### src/rtl/cpu_pkg.sv
// cpu_pkg: shared types and encodings for the multicycle RV32I control path.
// FSM state enum, opcodes, ALU operation codes and datapath mux encodings.
package cpu_pkg;

    typedef enum logic [3:0] {
        S_FETCH,
        S_DECODE,
        S_MEMADR,
        S_MEMREAD,
        S_MEMWB,
        S_MEMWRITE,
        S_EXECR,
        S_EXECI,
        S_ALUWB,
        S_JAL,
        S_JALR1,
        S_JALR2,
        S_LUI,
        S_AUIPC,
        S_BRANCH,
        S_ILLEGAL
    } state_t;

    typedef enum logic [1:0] {
        CLS_ADD,
        CLS_R,
        CLS_I,
        CLS_BR
    } alu_class_t;

    localparam logic [6:0] OP_LOAD   = 7'b0000011;
    localparam logic [6:0] OP_STORE  = 7'b0100011;
    localparam logic [6:0] OP_R      = 7'b0110011;
    localparam logic [6:0] OP_I      = 7'b0010011;
    localparam logic [6:0] OP_BRANCH = 7'b1100011;
    localparam logic [6:0] OP_JAL    = 7'b1101111;
    localparam logic [6:0] OP_JALR   = 7'b1100111;
    localparam logic [6:0] OP_LUI    = 7'b0110111;
    localparam logic [6:0] OP_AUIPC  = 7'b0010111;
    localparam logic [6:0] OP_FENCE  = 7'b0001111;

    localparam logic [3:0] ALU_ADD  = 4'b0000;
    localparam logic [3:0] ALU_SUB  = 4'b0001;
    localparam logic [3:0] ALU_AND  = 4'b0010;
    localparam logic [3:0] ALU_OR   = 4'b0011;
    localparam logic [3:0] ALU_XOR  = 4'b0100;
    localparam logic [3:0] ALU_SLL  = 4'b0101;
    localparam logic [3:0] ALU_SRL  = 4'b0110;
    localparam logic [3:0] ALU_SRA  = 4'b0111;
    localparam logic [3:0] ALU_SLTU = 4'b1000;
    localparam logic [3:0] ALU_GEU  = 4'b1001;
    localparam logic [3:0] ALU_SLLI = 4'b1010;
    localparam logic [3:0] ALU_SRLI = 4'b1011;
    localparam logic [3:0] ALU_SRAI = 4'b1100;
    localparam logic [3:0] ALU_SLT  = 4'b1101;
    localparam logic [3:0] ALU_GE   = 4'b1110;

    localparam logic [1:0] SRCA_PC    = 2'b00;
    localparam logic [1:0] SRCA_OLDPC = 2'b01;
    localparam logic [1:0] SRCA_RD1   = 2'b10;
    localparam logic [1:0] SRCA_ZERO  = 2'b11;

    localparam logic [1:0] SRCB_RD2  = 2'b00;
    localparam logic [1:0] SRCB_IMM  = 2'b01;
    localparam logic [1:0] SRCB_FOUR = 2'b10;

    localparam logic [1:0] RES_ALUOUT = 2'b00;
    localparam logic [1:0] RES_MEM    = 2'b01;
    localparam logic [1:0] RES_ALURES = 2'b10;

    localparam logic [2:0] IMM_I = 3'b000;
    localparam logic [2:0] IMM_S = 3'b001;
    localparam logic [2:0] IMM_B = 3'b010;
    localparam logic [2:0] IMM_U = 3'b011;
    localparam logic [2:0] IMM_J = 3'b100;

    function automatic logic [2:0] imm_src(input logic [6:0] op);
        logic [2:0] r;
        case (op)
            OP_STORE:         r = IMM_S;
            OP_BRANCH:        r = IMM_B;
            OP_LUI, OP_AUIPC: r = IMM_U;
            OP_JAL:           r = IMM_J;
            default:          r = IMM_I;
        endcase
        return r;
    endfunction

endpackage

### src/rtl/alu_decoder.sv
// alu_decoder: maps operation class, funct3 and funct7[5] to the ALU code.
// Branch compares reuse the ALU; their codes are picked so Zero decides taken.
module alu_decoder
    import cpu_pkg::*;
(
    input  alu_class_t op_class,
    input  logic [2:0] funct3,
    input  logic       funct7_5,
    output logic [3:0] alu_ctrl
);

    // Operation-class and funct3 lookup
    always_comb begin
        alu_ctrl = ALU_ADD;
        unique case (op_class)
            CLS_ADD: alu_ctrl = ALU_ADD;
            CLS_R: begin
                unique case (funct3)
                    3'b000: alu_ctrl = funct7_5 ? ALU_SUB : ALU_ADD;
                    3'b001: alu_ctrl = ALU_SLL;
                    3'b010: alu_ctrl = ALU_SLT;
                    3'b011: alu_ctrl = ALU_SLTU;
                    3'b100: alu_ctrl = ALU_XOR;
                    3'b101: alu_ctrl = funct7_5 ? ALU_SRA : ALU_SRL;
                    3'b110: alu_ctrl = ALU_OR;
                    3'b111: alu_ctrl = ALU_AND;
                endcase
            end
            CLS_I: begin
                unique case (funct3)
                    3'b000: alu_ctrl = ALU_ADD;
                    3'b001: alu_ctrl = ALU_SLLI;
                    3'b010: alu_ctrl = ALU_SLT;
                    3'b011: alu_ctrl = ALU_SLTU;
                    3'b100: alu_ctrl = ALU_XOR;
                    3'b101: alu_ctrl = funct7_5 ? ALU_SRAI : ALU_SRLI;
                    3'b110: alu_ctrl = ALU_OR;
                    3'b111: alu_ctrl = ALU_AND;
                endcase
            end
            CLS_BR: begin
                unique case (funct3)
                    3'b000:  alu_ctrl = ALU_SUB;
                    3'b001:  alu_ctrl = ALU_SUB;
                    3'b100:  alu_ctrl = ALU_SLT;
                    3'b101:  alu_ctrl = ALU_GE;
                    3'b110:  alu_ctrl = ALU_SLTU;
                    3'b111:  alu_ctrl = ALU_GEU;
                    default: alu_ctrl = ALU_ADD;
                endcase
            end
        endcase
    end

endmodule

### src/rtl/multicycle_control_fsm.sv
// multicycle_control_fsm: instruction sequencer for the multicycle RV32I core.
// Optional CTRL_ILLEGAL_TRAP_EN makes ILLEGAL a terminal trap with IllegalInstr.
module multicycle_control_fsm
    import cpu_pkg::*;
(
    input  logic        clk,
    input  logic        reset,
    input  logic [31:0] Instr,
    input  logic        Zero,
    input  logic        MemReady,
    output logic        PCWrite,
    output logic        IRWrite,
    output logic        AdrSrc,
    output logic        MemRead,
    output logic        MemWrite,
    output logic        RegWrite,
    output logic [1:0]  ResultSrc,
    output logic [1:0]  ALUSrcA,
    output logic [1:0]  ALUSrcB,
    output logic [3:0]  ALUControlSignal,
    output logic [2:0]  ImmSrc
`ifdef CTRL_ILLEGAL_TRAP_EN
    ,
    output logic        IllegalInstr
`endif
);

    state_t     state;
    state_t     state_next;
    alu_class_t alu_class;
    logic [6:0] opcode;
    logic [2:0] funct3;
    logic       funct7_5;
    logic       pc_write;
    logic       ir_write;
    logic       mem_read;
    logic       mem_write;
    logic       reg_write;
    logic       unused_instr;

    assign opcode       = Instr[6:0];
    assign funct3       = Instr[14:12];
    assign funct7_5     = Instr[30];
    assign unused_instr = ^{Instr[31], Instr[29:15], Instr[11:7]};

    // State register; reset abandons any instruction in flight
    always_ff @(posedge clk or posedge reset) begin
        if (reset) state <= S_FETCH;
        else       state <= state_next;
    end

    // Next-state logic and per-state datapath controls
    always_comb begin
        state_next = state;
        pc_write   = 1'b0;
        ir_write   = 1'b0;
        mem_read   = 1'b0;
        mem_write  = 1'b0;
        reg_write  = 1'b0;
        AdrSrc     = 1'b0;
        ResultSrc  = RES_ALUOUT;
        ALUSrcA    = SRCA_PC;
        ALUSrcB    = SRCB_RD2;
        alu_class  = CLS_ADD;
        unique case (state)
            S_FETCH: begin
                mem_read  = 1'b1;
                ALUSrcB   = SRCB_FOUR;
                ResultSrc = RES_ALURES;
                if (MemReady) begin
                    ir_write   = 1'b1;
                    pc_write   = 1'b1;
                    state_next = S_DECODE;
                end
            end
            S_DECODE: begin
                ALUSrcA = SRCA_OLDPC;
                ALUSrcB = SRCB_IMM;
                case (opcode)
                    OP_LOAD, OP_STORE: state_next = S_MEMADR;
                    OP_R:              state_next = S_EXECR;
                    OP_I:              state_next = S_EXECI;
                    OP_BRANCH:         state_next = S_BRANCH;
                    OP_JAL:            state_next = S_JAL;
                    OP_JALR:           state_next = S_JALR1;
                    OP_LUI:            state_next = S_LUI;
                    OP_AUIPC:          state_next = S_AUIPC;
                    OP_FENCE:          state_next = S_FETCH;
                    default:           state_next = S_ILLEGAL;
                endcase
            end
            S_MEMADR: begin
                ALUSrcA    = SRCA_RD1;
                ALUSrcB    = SRCB_IMM;
                state_next = (opcode == OP_STORE) ? S_MEMWRITE : S_MEMREAD;
            end
            S_MEMREAD: begin
                mem_read = 1'b1;
                AdrSrc   = 1'b1;
                if (MemReady) state_next = S_MEMWB;
            end
            S_MEMWB: begin
                ResultSrc  = RES_MEM;
                reg_write  = 1'b1;
                state_next = S_FETCH;
            end
            S_MEMWRITE: begin
                mem_write = 1'b1;
                AdrSrc    = 1'b1;
                if (MemReady) state_next = S_FETCH;
            end
            S_EXECR: begin
                ALUSrcA    = SRCA_RD1;
                alu_class  = CLS_R;
                state_next = S_ALUWB;
            end
            S_EXECI: begin
                ALUSrcA    = SRCA_RD1;
                ALUSrcB    = SRCB_IMM;
                alu_class  = CLS_I;
                state_next = S_ALUWB;
            end
            S_ALUWB: begin
                reg_write  = 1'b1;
                state_next = S_FETCH;
            end
            S_JAL, S_JALR2: begin
                pc_write   = 1'b1;
                ALUSrcA    = SRCA_OLDPC;
                ALUSrcB    = SRCB_FOUR;
                state_next = S_ALUWB;
            end
            S_JALR1: begin
                ALUSrcA    = SRCA_RD1;
                ALUSrcB    = SRCB_IMM;
                state_next = S_JALR2;
            end
            S_LUI: begin
                ALUSrcA    = SRCA_ZERO;
                ALUSrcB    = SRCB_IMM;
                state_next = S_ALUWB;
            end
            S_AUIPC: begin
                ALUSrcA    = SRCA_OLDPC;
                ALUSrcB    = SRCB_IMM;
                state_next = S_ALUWB;
            end
            S_BRANCH: begin
                ALUSrcA   = SRCA_RD1;
                alu_class = CLS_BR;
                if (funct3[2:1] == 2'b01) begin
                    state_next = S_ILLEGAL;
                end else begin
                    pc_write   = (funct3 == 3'b000) ? Zero : ~Zero;
                    state_next = S_FETCH;
                end
            end
            S_ILLEGAL: begin
`ifdef CTRL_ILLEGAL_TRAP_EN
                state_next = S_ILLEGAL;
`else
                state_next = S_FETCH;
`endif
            end
        endcase
    end

    alu_decoder u_alu_decoder (
        .op_class (alu_class),
        .funct3   (funct3),
        .funct7_5 (funct7_5),
        .alu_ctrl (ALUControlSignal)
    );

    assign PCWrite  = pc_write & ~reset;
    assign IRWrite  = ir_write & ~reset;
    assign MemRead  = mem_read & ~reset;
    assign MemWrite = mem_write & ~reset;
    assign RegWrite = reg_write & ~reset;
    assign ImmSrc   = imm_src(opcode);

`ifdef CTRL_ILLEGAL_TRAP_EN
    assign IllegalInstr = (state == S_ILLEGAL);
`endif

endmodule

### config.mk
export PLATFORM = sky130hd
export DESIGN_NAME = multicycle_control_fsm
export DESIGN_NICKNAME = d
export VERILOG_FILES = /design/src/rtl/cpu_pkg.sv /design/src/rtl/alu_decoder.sv /design/src/rtl/multicycle_control_fsm.sv
export SDC_FILE = /design/constraint.sdc
export NUM_CORES = 1
export LEC_CHECK = 0
export ABC_AREA = 1
export ABC_CLOCK_PERIOD_IN_PS = 2200
export BUFFER_PORTS_ARGS = -buffer_cell sky130_fd_sc_hd__buf_2
export CAP_MARGIN = 30
export CORE_UTILIZATION = 45
export CTS_CLUSTER_DIAMETER = 40
export DETAILED_ROUTE_END_ITERATION = 7
export PLACE_DENSITY = 0.91
export SLEW_MARGIN = 20
export SYNTH_ARGS = -nofsm -noshare
export SYNTH_HDL_FRONTEND = slang
export SYNTH_SLANG_ARGS = --single-unit
### constraint.sdc
create_clock -name clk -period 2.2 [get_ports clk]
set_input_delay 0.11 -clock clk [delete_from_list [all_inputs] [get_ports clk]]
set_output_delay 0.11 -clock clk [all_outputs]
set_load 0.01 [all_outputs]
# [Yosys cells after proc, flatten, opt, wreduce, memory -nomap -nowiden]
# Index checks and enable logic that the tools add are counted.
# Widths: inputs -> output; s select.
[classes] n_eq_ne=39 n_mux=28 bitwise=7 reduce_logical=17
[op_table] operator="$pmux 4 s9" count=2
[op_table] operator="$pmux 4 s8" count=2
[op_table] operator="$eq 4x4->1 const B" count=8
[op_table] operator="$eq 7x6->1 const B" count=3
[op_table] operator="$eq 7x7->1 const B" count=3
[op_table] operator="$pmux 4 s5" count=1
[op_table] operator="$eq 4x3->1 const B" count=4
[op_table] operator="$mux 4" count=4
[op_table] operator="$pmux 4 s4" count=1
[op_table] operator="$eq 7x5->1 const B" count=2
[op_table] operator="$reduce_or 2->1" count=7
[op_table] operator="$eq 3x3->1 const B" count=4
[op_table] operator="$pmux 2 s3" count=2
[op_table] operator="$pmux 3 s4" count=1
[op_table] operator="$reduce_or 6->1" count=2
[op_table] operator="$mux 1" count=10
[op_table] operator="$eq 4x2->1 const B" count=2
[op_table] operator="$pmux 2 s2" count=2
[op_table] operator="$eq 7x2->1 const B" count=1
[op_table] operator="$eq 7x4->1 const B" count=1
[op_table] operator="$eq 3x2->1 const B" count=2
[op_table] operator="$mux 3" count=2
[op_table] operator="$ne 2x2->1 const B" count=3
[op_table] operator="$reduce_or 3->1" count=2
[op_table] operator="other kinds (13)" count=20
[totals] out_inout_bits=19 register_bits=4 in_bits=36 word_cells=92

# [Longest topological paths before layout]
[depth] word_depth=5 mapped_depth=11 ltp_nobuf=11

# [Modules after synthesis]
# From an unflattened synthesis, not the netlist that was laid out.
[hier_totals] cells_unflattened=170 area_unflattened_um2=855.8
[modules_own_cells] module="multicycle_control_fsm" cells_per_inst=122 seq_area_each_um2=100.1 n_inst=1 area_per_inst_um2=636.9
[modules_own_cells] module="alu_decoder" cells_per_inst=48 seq_area_each_um2=0.0 n_inst=1 area_per_inst_um2=219.0

# [Worst setup path after synthesis]
# No wires, ideal clock.
[synth_timing] path_type="reg2out" start="register state[1]" end="output PCWrite" required_time_ps=2090 path_buffers=1 setup_slack_ps=955 path_stages_with_launch=7 arrival_ps=1135 cell_sequence="dfrtp_1 > buf_6 > nor2_1 > nand2_1 > o21ai_0 > a21oi_1 > nor2_1"
[synth_between] elab_chain_len=4 elab_cells_between_ends=7 classes_between="3 x eq/ne; 1 x mux; 1 x bitwise; 2 x reduce/logical"
[synth_rtl] element="start, declared" line_no="multicycle_control_fsm.sv:28" text="state_t state;"
[synth_rtl] element="start signal, assigned" line_no="multicycle_control_fsm.sv:49" text="else state <= state_next;"
[synth_rtl] element="$eq 4x4->1" line_no="multicycle_control_fsm.sv:65" text="unique case (state)"
[synth_rtl] element="$reduce_or 2->1" line_no="multicycle_control_fsm.sv:65"
[synth_rtl] element="$pmux 1 s3 *" line_no="multicycle_control_fsm.sv:65"
[synth_rtl] element="$and 1x1->1 *" line_no="multicycle_control_fsm.sv:175" text="assign PCWrite = pc_write & ~reset;"
[synth_rtl] element="end, declared" line_no="multicycle_control_fsm.sv:11" text="output logic PCWrite,"
# Mark *: on every way between the ends. The rest lies on a longest branch, timed or not.

# [Worst setup path after layout]
# Same ends and word-level chain as after synthesis.

==> flow_metrics.tcl <==
set metrics [dict create \
    worstMarginPinSlew_ns 0.439 \
    die_x_um 44.8 \
    cts_buffer_depth 2 \
    ys_warn_count 0 \
    routabilityCongestion 0.844 \
    nets 233 \
    synth_top_area_frac 0.182 \
    grt_use_met1 0.266 \
    synth.distinct_cells 28 \
    synth_common_cells "nand2_1 (40), nor2_1 (31), inv_1 (25)" \
    syn_area_sq_um 826 \
    antenna_found_initial 0 \
    setup_viol 0 \
    io_buffer_count 33 \
    synth_edf_count 0 \
    routed_wl_um 2030 \
    crit_required_ns 2.09 \
    grt_overflow 0 \
    yosysMostFrequentCell "nand2_1" \
    die-area_sq_um 2010 \
    dr_total_vias 1103 \
    firstDrtPassIters 4 \
    cp.arrival_ns 1.56 \
    maxCapViolCount 0 \
    path_cells "nor2_1 > nand2_1 > o21ai_0 > a21oi_1 > nor2_1 > buf_2" \
    grt_max_degree 10 \
    cts.clk_slew.worst_paths_ns 0.03 \
    cts_sinks 4 \
    ys_seq_area_frac 0.121 \
    syn_inst 159 \
    gr-usage-met2 0.394 \
    fin_crit_sh 0.760 \
    crit_fanout 9 \
    p_per_area_nw_per_um2 875 \
    die_y_um 44.8 \
    hold_viol 0 \
    ys_ff_latch 4 \
    largest_reg_flops 4 \
    rsz0062_at_grt "false" \
    status "complete, no violations" \
    cts_buffers 3 \
    initial_core_util 0.478 \
    cts_root_buffer "clkbuf_4" \
    htree_levels 1 \
    synthTopCellsByArea "nand2_1 (18%), nor2_1 (14%), dfrtp_1 (12%), inv_1 (11%), nand3_1 (6.7%)" \
    critPathCaptureType "primary output" \
    n_antenna_cell 0 \
    fmax_mhz 598 \
    gr-usage-all-layers 0.208 \
    fin_util 0.604 \
    slew_violations 0 \
    area_growth_syn_to_layout_pct 26.4 \
    routedWlPerCell_um 9.22 \
    critPathLaunchType "register" \
    hp-class "primary input to register" \
    rows 15 \
    critPathKind "register to primary output" \
    reg_top3 "state (4)" \
    maxSlewHeadroom 0.705 \
    grt.met3_usage 0.0120 \
    crit_path_top_delay_cell "dfrtp_1" \
    layout-drive-gt1-share 0.272 \
    grt_pass1_wl_um 3240 \
    busiest_layer "met2" \
    slowest_delay_ns 0.46 \
    grt_pass1_vias 860 \
    drc 0 \
    rr_startpoint "state[1]" \
    async_flop_share 1.00 \
    peakVddDrop_mv 0.460 \
    ant_nets 0 \
    dpl.hpwl_um 1720 \
    fillers 188 \
    synth_top_cell_by_area "nand2_1" \
    finalCriticalPeriod_ns 1.67 \
    postSynthAreaPerCell_sq_um 5.19 \
    clkLatencyLatePin_ns 0.22 \
    regMostFlops "state" \
    cts_tree "done" \
    syn-num-nets 195 \
    crit_path_frequent_cell "nor2_1" \
    routed_via_density 5.01 \
    startpoint "state[1]" \
    coreArea_sq_um 1730 \
    first_iter_violations 32 \
    ioPinCount 55 \
    p_leak_nw 0.618 \
    setup_tns_ns 0 \
    ys.flop_type "dfrtp_1" \
    worstHoldStart "MemReady" \
    finClkSkew_ns 0.00268 \
]
[cell type report]
type	instances	area (sq um)	share of cell area
Timing Repair Buffer	34	175	0.168
Clock buffer	3	22.5	0.0216
Tap cell	25	31.3	0.0300
Multi-Input combinational cell	123	598	0.573
Sequential cell	4	100	0.0959
Inverter	31	116	0.112
[metal layers]
metal	wire, um	vias to the layer above
li1	-	587
met1	864	478
met2	1040	38
met3	125	0
met4	0	0
met5	0	-
[report_power, final]
group / internal, W / switching (W)
Combinational: 0.000246 / 0.000417
Sequential: 0.000110 / 0.0000579
Clock: 0.0000604 / 0.0000221
Total: 0.000416 / 0.000497
[placed cells by master, fill, tap and decap left out]
cell type      count
nand2_1           40
buf_2             33
nor2_1            31
inv_1             25
nand3_1           11
a21oi_1            7
inv_2              6
nor2_2             4
o211ai_1           4
o21ai_0            4
dfrtp_1            4
nor3_1             3
clkbuf_4           3
o21ai_1            2
nand2_2            2
o221ai_1           2
o21a_1             1
nand3_2            1
nor2_4             1
o22ai_2            1
o21ai_2            1
a21oi_2            1
nand4_1            1
a311oi_1           1
o311ai_1           1
o22ai_1            1
xnor2_1            1
nand3b_1           1
a31oi_1            1
dlygate4sd3_1      1
[stage by stage]
| step | setup WS, ns | instances | total power, W | hold slack [ns] | area [sq um] |
|---|---|---|---|---|---|
| after floorplan | 0.955 | 159 | 0.000646 | -0.124 | 826 |
| after global placement | 0.779 | 216 | 0.000816 | 0.0549 | 1010 |
| after detailed placement | 0.784 | 216 | 0.000824 | 0.0529 | 1010 |
| after CTS | 0.547 | 220 | 0.000912 | 0.154 | 1040 |
| after global routing | 0.372 | 220 | 0.00102 | 0.166 | 1040 |
| final | 0.529 | 220 | 0.000913 | 0.162 | 1040 |
[worst max-delay path, delay by kind of cell (launching register included)]
kind | cells | cell delay, ns
AOI/OAI and AO/OA | 2 | 0.25
DFF | 1 | 0.46
and+or+nand+nor | 3 | 0.51
buffers and inverters | 1 | 0.13
[final timing paths]
path                                  to  cells after the start  slack, ns
worst min register to register  state[2]                      2       0.59
worst min-delay path            state[0]                      3       0.16
worst max register to register  state[0]                      7       0.77
worst max-delay path             PCWrite                      6       0.53
max in group asynchronous       state[1]                      3       1.67
min in group asynchronous       state[2]                      3       0.38
[cells by family (layout without fill, tap and decap cells)]
kind of cell / Yosys count / in the layout / share of synthesized area
xor gates and xnor gates: 1 / 1 / 0.0106
and+or+nand+nor: 95 / 95 / 0.495
buffers and inverters: 32 / 68 / 0.155
DFF: 4 / 4 / 0.121
AOI/OAI and AO/OA: 27 / 27 / 0.218
[what timing repair did]
action | in CTS | in global routing
hold buffers | 1 | 0
endpoints found under the hold margin | 4 | 0
buffers inserted | 0 | 0
resized for setup | 0 | 0
Power figures use the tool's default switching activity.
